`config.mk`:
```
export PLATFORM = sky130hd
export DESIGN_NAME = pe_link_rx_buffer
export DESIGN_NICKNAME = d
export VERILOG_FILES = /design/src/rtl/pe_link_pkg.sv /design/src/rtl/pe_sync_fifo.sv /design/src/rtl/pe_link_rx_buffer.sv
export SDC_FILE = /design/constraint.sdc
export NUM_CORES = 2
export LEC_CHECK = 0
export CORE_MARGIN = 4
export CORE_UTILIZATION = 55
export DETAILED_ROUTE_END_ITERATION = 6
export PLACE_DENSITY = 0.75
export RECOVER_POWER = 50
export REMOVE_ABC_BUFFERS = 1
export SYNTH_ARGS = -nofsm -noshare
export SYNTH_HDL_FRONTEND = slang
export SYNTH_HIERARCHICAL = 1
export SYNTH_SLANG_ARGS = --single-unit
```
`constraint.sdc`:
```
create_clock -name clk -period 4.04 [get_ports clk]
set_input_delay 1.212 -clock clk [delete_from_list [all_inputs] [get_ports clk]]
set_output_delay 1.212 -clock clk [all_outputs]
set_load 0.05 [all_outputs]
```
`src/rtl/pe_link_pkg.sv`:
```
// rtl/pe_link_pkg.sv - shared east-link word layout for PE link logic
package pe_link_pkg;

  localparam int LINK_WIDTH     = 132;
  localparam int DATA_WIDTH     = 130;
  localparam int LINK_VALID_BIT = 131;
  localparam int LINK_LAST_BIT  = 130;

  // Field order matches the wire: valid is the MSB, data the low bits.
  typedef struct packed {
    logic                  valid;
    logic                  last;
    logic [DATA_WIDTH-1:0] data;
  } link_word_t;

endpackage

```
`src/rtl/pe_sync_fifo.sv`:
```
// rtl/pe_sync_fifo.sv - first-word-fall-through synchronous FIFO with occupancy
module pe_sync_fifo #(
  parameter int WIDTH     = 131,
  parameter int DEPTH     = 8,
  parameter int ADDR_BITS = 3
) (
  input  logic                 clk,
  input  logic                 reset,
  input  logic                 push,
  input  logic                 pop,
  input  logic [WIDTH-1:0]     wdata,
  output logic [WIDTH-1:0]     rdata,
  output logic                 full,
  output logic                 empty,
  output logic [ADDR_BITS:0]   level
);

  localparam logic [ADDR_BITS:0] PTR_ONE = 1;

  logic [WIDTH-1:0]   mem [DEPTH];
  logic [ADDR_BITS:0] wr_ptr;
  logic [ADDR_BITS:0] rd_ptr;
  logic               do_pop;
  logic               do_push;

  // Extra MSB on each pointer distinguishes full from empty when the low bits match.
  assign empty = (wr_ptr == rd_ptr);
  assign full  = (wr_ptr[ADDR_BITS] != rd_ptr[ADDR_BITS]) &&
                 (wr_ptr[ADDR_BITS-1:0] == rd_ptr[ADDR_BITS-1:0]);
  assign level = wr_ptr - rd_ptr;

  // A pop in the same cycle frees the slot, so a push while full is still taken.
  assign do_pop  = pop & ~empty;
  assign do_push = push & (~full | do_pop);

  // Head entry is presented combinationally from storage.
  assign rdata = mem[rd_ptr[ADDR_BITS-1:0]];

  // Storage write; cleared on reset so the head reads zero while empty.
  always_ff @(posedge clk or negedge reset) begin
    if (!reset) begin
      for (int i = 0; i < DEPTH; i++) begin
        mem[i] <= '0;
      end
    end else if (do_push) begin
      mem[wr_ptr[ADDR_BITS-1:0]] <= wdata;
    end
  end

  // Pointer advance; natural binary wrap gives a seamless DEPTH-1 -> 0 transition.
  always_ff @(posedge clk or negedge reset) begin
    if (!reset) begin
      wr_ptr <= '0;
      rd_ptr <= '0;
    end else begin
      if (do_push) wr_ptr <= wr_ptr + PTR_ONE;
      if (do_pop)  rd_ptr <= rd_ptr + PTR_ONE;
    end
  end

endmodule

```
`src/rtl/pe_link_rx_buffer.sv`:
```
// rtl/pe_link_rx_buffer.sv - receive elastic buffer for the free-running east link
module pe_link_rx_buffer
  import pe_link_pkg::*;
#(
  parameter int DEPTH     = 8,
  parameter int ADDR_BITS = 3,
  parameter int CNT_WIDTH = 16
) (
  input  logic                  clk,
  input  logic                  reset,
  input  logic                  ap_start,
  input  logic [LINK_WIDTH-1:0] in_from_west,
  output logic [DATA_WIDTH-1:0] out_data,
  output logic                  out_last,
  output logic                  out_valid,
  input  logic                  out_ready,
  output logic [ADDR_BITS:0]    level,
  output logic [CNT_WIDTH-1:0]  pkt_count,
  output logic                  overflow
);

  localparam logic [CNT_WIDTH-1:0] CNT_ONE = 1;

  logic                push;
  logic                pop;
  logic                full;
  logic                empty;
  logic [DATA_WIDTH:0] head;

  // Capture only flagged words while enabled; the link cannot be stalled.
  assign push = ap_start & in_from_west[LINK_VALID_BIT];
  assign pop  = out_valid & out_ready;

  pe_sync_fifo #(
    .WIDTH     (DATA_WIDTH + 1),
    .DEPTH     (DEPTH),
    .ADDR_BITS (ADDR_BITS)
  ) u_fifo (
    .clk   (clk),
    .reset (reset),
    .push  (push),
    .pop   (pop),
    .wdata (in_from_west[LINK_LAST_BIT:0]),
    .rdata (head),
    .full  (full),
    .empty (empty),
    .level (level)
  );

  assign out_valid = ~empty;
  assign out_last  = head[DATA_WIDTH];
  assign out_data  = head[DATA_WIDTH-1:0];

  // Sticky drop flag: set only when a captured word finds no free slot.
  always_ff @(posedge clk or negedge reset) begin
    if (!reset) begin
      overflow <= 1'b0;
    end else if (push && full && !pop) begin
      overflow <= 1'b1;
    end
  end

  // Count packets as their last word leaves; wraps freely.
  always_ff @(posedge clk or negedge reset) begin
    if (!reset) begin
      pkt_count <= '0;
    end else if (pop && out_last) begin
      pkt_count <= pkt_count + CNT_ONE;
    end
  end

endmodule

```
; Word level (Yosys, flattened, before mapping)
; Cells that the tools add are included.
[op_classes]
addsub = 4
order_cmp = 3
n_eq_ne = 3
bitwise = 9
n_mux = 6
reduce_logical = 6
[ops]
columns = operator, n
row1 = 1048-bit bitwise mux, 1
row2 = 131-bit binary-select mux with 3-bit select, 1
row3 = 131-bit demux with 3-bit select, 1
row4 = 131-bit 2-to-1 mux, 3
row5 = 16-bit by 1-bit adder with 16-bit output (second input constant), 1
row6 = 4-bit by 1-bit adder with 4-bit output (second input constant), 2
row7 = 4-bit >= comparator (second input constant), 2
row8 = 3-bit inverter with 4-bit output, 2
row9 = 1-bit logical AND, 5
row10 = 1-bit bitwise AND, 4
row11 = 4-bit == test, 1
row12 = 4-bit by 1-bit < comparator with 1-bit output (second input constant), 1
row13 = 4-bit subtractor, 1
row14 = 3-bit == test, 1
row15 = 1-bit inverter, 2
row16 = 1-bit logical NOT, 1
row17 = 1-bit inequality test, 1
row18 = 1-bit bitwise OR, 1
[totals]
out_inout_bits = 153
inputBits = 136
reg_bits = 1073

; Longest topological paths before layout
[depth]
depth_word = 6
ltp_mapped = 13

; Modules after synthesis
; The synthesis kept the hierarchy.
[by_module_without_submodules]
columns = module, cells_per_inst, seq_area_each_um2, instances, area_per_inst_um2
row1 = pe_sync_fifo, 3015, 26425.3, 1, 47768.3
row2 = pe_link_rx_buffer, 64, 425.4, 1, 787.0

; Worst setup path after synthesis
; Ideal clock, no wire load.
[synth_path]
path_kind = register to output
from = register u_fifo.rd_ptr[1]
to = output level[3]
path_slack_ns = 0.408
t_arrival_ns = 2.420
stages_incl_launch_ff = 8
n_path_buf = 2
path_cell_list = dfrtp_1 -> buf_1 -> clkbuf_1 -> inv_1 -> ha_1 -> a21o_1 -> a21oi_1 -> xnor2_1
[synth_via]
elab_chain_cells = 1
[synth_rtl]
columns = element, line
row1 = from (decl), pe_sync_fifo.sv:22  ; logic [ADDR_BITS:0] rd_ptr;
row2 = from (signal assigned), pe_sync_fifo.sv:57  ; if (do_pop) rd_ptr <= rd_ptr + PTR_ONE;
row3 = 4-bit subtractor, pe_sync_fifo.sv:30  ; assign level = wr_ptr - rd_ptr;
row4 = to (decl), pe_link_rx_buffer.sv:17  ; output logic [ADDR_BITS:0] level,
; Every way passes these cells.

; Worst setup path in the final report
[layout_path]
from = register u_fifo.rd_ptr[1]
to = output out_data[71]
[layout_via]
elab_chain_cells = 4
[layout_rtl]
columns = element, line
row1 = 3-bit inverter with 4-bit output (implied by the code), pe_sync_fifo.sv:37  ; assign rdata = mem[rd_ptr[ADDR_BITS-1:0]];
row2 = 131-bit binary-select mux with 3-bit select, pe_sync_fifo.sv:37
row3 = 131-bit 2-to-1 mux (implied by the code) (2 in a row), pe_sync_fifo.sv:37
row4 = to (decl), pe_link_rx_buffer.sv:13  ; output logic [DATA_WIDTH-1:0] out_data,
; Every way passes these cells. The select of a mux whose other input is x is not followed.

==> results_tabular.tex <==
\begin{tabular}{lr}
\hline
Metric & Value \\
\hline
\multicolumn{2}{l}{\textbf{Run status}} \\
Result of the run & finished, violations left \\
Violations in the final reports & max-capacitance violations, max-slew violations \\
\multicolumn{2}{l}{\textbf{Timing}} \\
Worst Tran Pin Value & approximately 2.2 ns \\
Final worst path period need & 3.97 ns \\
Final worst-path cycle share & approximately 98\% \\
Final Skew & 0.0259 ns \\
Slew margin rel. & -43.6\% \\
Top achievable clock speed & 0.252 GHz \\
Final worst-path setup slack & 0.0733 ns \\
Setup repair after global routing missed its margin & true \\
Final Setup Violations & 0 \\
Total Neg Setup Slack & 0 ns \\
Fin. max-slew vios & 63 \\
Final number of hold-violating endpoints & 0 \\
\multicolumn{2}{l}{\textbf{CTS}} \\
Sink Count & 1073 \\
Root cell of the clock tree & clkbuf\_16 \\
Insertion delay to the later sink of the worst-skew pair & 0.67 ns \\
Clock transition time at the flip-flop clock pins of the worst setup and hold paths & around 0.060 ns \\
CTS H-tree lvls & 3 \\
Inserted Clock Buffers & 112 \\
TritonCTS clock tree & yes \\
Post-cts hold buffer count & 0 \\
Clock Path Buffers & 3 \\
\multicolumn{2}{l}{\textbf{Floorplanning}} \\
Number of ports placed on the die boundary & 289 \\
Effective utilization at floorplan & between 50\% and 60\% \\
Y dimension of the die & between 300 and 400 um \\
Die area & between 90000 and 100000 um2 \\
Core outline area & around 87000 um2 \\
Horiz. Die Dim & about 310 um \\
Cell Rows & between 100 and 150 \\
\multicolumn{2}{l}{\textbf{Detailed routing}} \\
Number of optimization iterations in the first detailed-route pass & 5 \\
Vias & around 28000 \\
Detailed Route Iter0 Violations & approximately 1900 \\
Antenna Violating Nets Remaining & 0 \\
DRC Markers & 0 \\
Final wirelength & approximately 120000 um \\
Avg Vias per Cell & $\sim$5.9 \\
Average wire length per cell after detail routing & around 25 um \\
\multicolumn{2}{l}{\textbf{Critical path}} \\
Category of the worst setup path launch point & flip-flop \\
Type of the worst setup path & reg -> out \\
Cell class contributing the biggest share of worst-path delay & buffers and inverters \\
Critical path, cell by cell & buf\_16 -> mux4\_2 -> nand2\_1 -> nand2\_1 -> buf\_4 \\
Start point of the critical path & u\_fifo/rd\_ptr[1] \\
Start of the worst register-to-register path & u\_fifo/rd\_ptr[0] \\
Worst path slowest cell & dfrtp\_4 \\
Most frequent cell on the critical path & nand2\_1 \\
Crit path buf inv count & 2 \\
Kind of capture point of the worst setup path & primary output \\
Maximum net fanout on the critical path & a little under 90 \\
Critical path data arrival time & approximately 2.8 ns \\
Delay contributed by the slowest stage of the critical path & between 0.6 and 0.7 ns \\
WP data required & $\sim$2.8 ns \\
\multicolumn{2}{l}{\textbf{Yosys}} \\
Cells after synthesis & around 3000 \\
Mean instance size in the synthesized netlist & 15.8 um2 \\
Post-synthesis cell type count & 41 \\
Sequential-to-total area share from yosys stat & between 50\% and 60\% \\
Largest area contributor in the synthesized netlist & dfrtp\_1 \\
Number of register bits inferred by synthesis & approximately 1100 \\
Area contributors post-synth & dfrtp\_1 (55\%), mux2\_2 (19\%), mux4\_2 (12\%), mux2\_4 (5.3\%), nand2\_1 (3.1\%) \\
Netlist Area Pre-Place & 48600 um2 \\
Number of warnings reported in the yosys synthesis log & 6 \\
Share of the synthesized area in the top cell type & between 50 and 60\% \\
\multicolumn{2}{l}{\textbf{Global routing}} \\
Gr ovfl total & 0 \\
Global Route Usage Sum & approximately a quarter \\
Via count of the first global-routing pass & approximately 31000 \\
Number of antenna violations at the first check in global routing & 21 \\
Maximum number of pins on one net before global-route repair & 114 \\
Global-route wire length before repair & around 190000 um \\
\multicolumn{2}{l}{\textbf{Placed design}} \\
Number of cells after detailed placement & about 4400 \\
Half-perimeter wire length of the detailed placement result & approximately 70000 um \\
Number of port buffers & about 290 \\
Pre-CTS WS & around 0.4 ns \\
Placer congestion estimate & 0.800 \\
Placement-stage cell area & around 53000 um2 \\
\multicolumn{2}{l}{\textbf{Cells and area}} \\
Number of nets in the final layout & $\sim$3500 \\
Multi-input logic area & between 20000 and 25000 um2 \\
Total of fill cells in the finished design & $\sim$6100 \\
Layout overhead on the synthesized area & 17.1\% \\
Final cell count without fillers & around 4700 \\
Proportion of layout cells with a drive suffix above 1 & about half \\
Sequential Area & 26900 um2 \\
Post-route design area & between 50000 and 60000 um2 \\
\multicolumn{2}{l}{\textbf{Pwr}} \\
Cell leakage power & roughly 26 nW \\
Power per Cell Area & approximately 960 nW/um2 \\
Total Power Consumption & 54.8 mW \\
Worst IR drop on VDD & just over 1000 uV \\
\multicolumn{2}{l}{\textbf{Flow run}} \\
Max-capacitance violation count & 1 \\
\multicolumn{2}{l}{\textbf{Worst hold path}} \\
Path type of the worst min-delay path & reg -> reg \\
Startpoint of the lowest-slack hold path & pkt\_count[15] \\
\hline
\end{tabular}
[cell usage after synthesis, drive strengths merged]
| cell type | instances |
|---|---|
| clkinv | 1 |
| mux4 | 262 |
| nor4 | 2 |
| mux2 | 1051 |
| and4 | 2 |
| nand2 | 399 |
| and3 | 5 |
| nor2 | 4 |
| nand3 | 14 |
| a21o | 1 |
| xor2 | 4 |
| nand4 | 4 |
| and2 | 3 |
| clkbuf | 52 |
| xnor2 | 20 |
| dfrtp | 1073 |
| or3 | 1 |
| nand3b | 1 |
| fa | 1 |
| a21oi | 1 |
| and4b | 1 |
| ha | 6 |
| inv | 11 |
| nor3 | 3 |
| a31o | 1 |
| buf | 153 |
| or3b | 2 |
| nor2b | 1 |
[report_power, final]
group | internal [mW] | switching (mW) | total [mW]
Combinational | 12.0 | 13.4 | 25.4
Sequential | 16.0 | 2.82 | 18.8
Clock | 6.40 | 4.23 | 10.6
[state kept, by name, summed over array words and instances (netlist names)]
name and flops:
overflow 1, pkt_count 16, u_fifo/mem 1048, u_fifo/rd_ptr 4, u_fifo/wr_ptr 4
[worst reg2reg max path, cell delays in order, from the launching register on]
cell and delay, ns:
dfrtp_4 0.54, buf_12 0.21, ha_1 0.33, nand4_1 0.18, inv_1 0.15, nor2b_1 0.11, or3_1 0.53, nand3b_4 0.15
clkbuf_1 0.62, buf_12 0.29, mux2_1 0.39
[cell families (layout without fill, tap and decap cells)]
group / count (synthesis) / after routing / share of synthesized area [%]
other cells: 0 / 17 / 0
mux: 1313 / 1313 / 37.8
compound gates: 3 / 3 / 0.0438
simple gates: 442 / 442 / 3.73
fa+ha+maj: 7 / 7 / 0.196
xor+xnor: 24 / 24 / 0.448
flops: 1073 / 1073 / 55.3
buf+inv: 217 / 617 / 2.44
[layout by cell type, fill, tap and decap left out, drive strengths merged, types with 2 or more instances in the layout]
cell and count:
diode 17, nand2 399, xor2 4, inv 14
clkinvlp 2, mux4 262, clkbuf 206, mux2 1051
clkdlybuf4s50 152, nand3 14, ha 6, and2 3
nor2 4, clkinv 20, nor4 2, buf 215
and4 2, xnor2 20, bufinv 7, or3b 2
dfrtp 1073, nand4 4, and3 5, nor3 3
[area by class of cell]
| cell class | instances | share of cell area (%) |
|---|---|---|
| timing repair buffer | 396 | 7.11 |
| clock inverter | 31 | 0.616 |
| antenna | 17 | 0.0748 |
| multi-input combinational | 1789 | 36.1 |
| sequential | 1073 | 47.2 |
| inverter | 12 | 0.0880 |
| tap | 1155 | 2.54 |
| clock buffer | 178 | 6.20 |
[path summary, 6_finish.rpt]
check | to | slack, ns | depth (start not counted)
worst max-delay path | out_data[71] | 0.07 | 5
worst min-delay path | pkt_count[15] | 0.48 | 1
worst max register to register | u_fifo/mem[930] | 0.39 | 10
worst min register to register | pkt_count[15] | 0.48 | 1
max in group asynchronous | u_fifo/mem[237] | 0.48 | 2
min in group asynchronous | u_fifo/mem[469] | 1.15 | 1
[metrics by stage]
step | util, % | hold WS, ns
floorplan | - | 0.459
global placement | 60.9 | 0.458
CTS | 65.5 | 0.474
global route | 65.2 | 0.484
finish | 65.2 | 0.478
detailed placement | 60.9 | 0.462
[metal layers]
| metal | share of wire, % | global-route usage (%) |
|---|---|---|
| met4 | 2.7 | 7.88 |
| met5 | 0.035 | 0 |
| met2 | 51 | 42.7 |
| met3 | 4.7 | 4.37 |
| met1 | 42 | 34.4 |
[timing repair]
item | 4_1_cts | 5_1_grt
buffers inserted | 3 | 0
gates cloned | 2 | 0
gates resized for setup | 6 | 3
setup endpoints to repair | 53 | 16
Note: power is estimated with default switching activity, not from simulation.
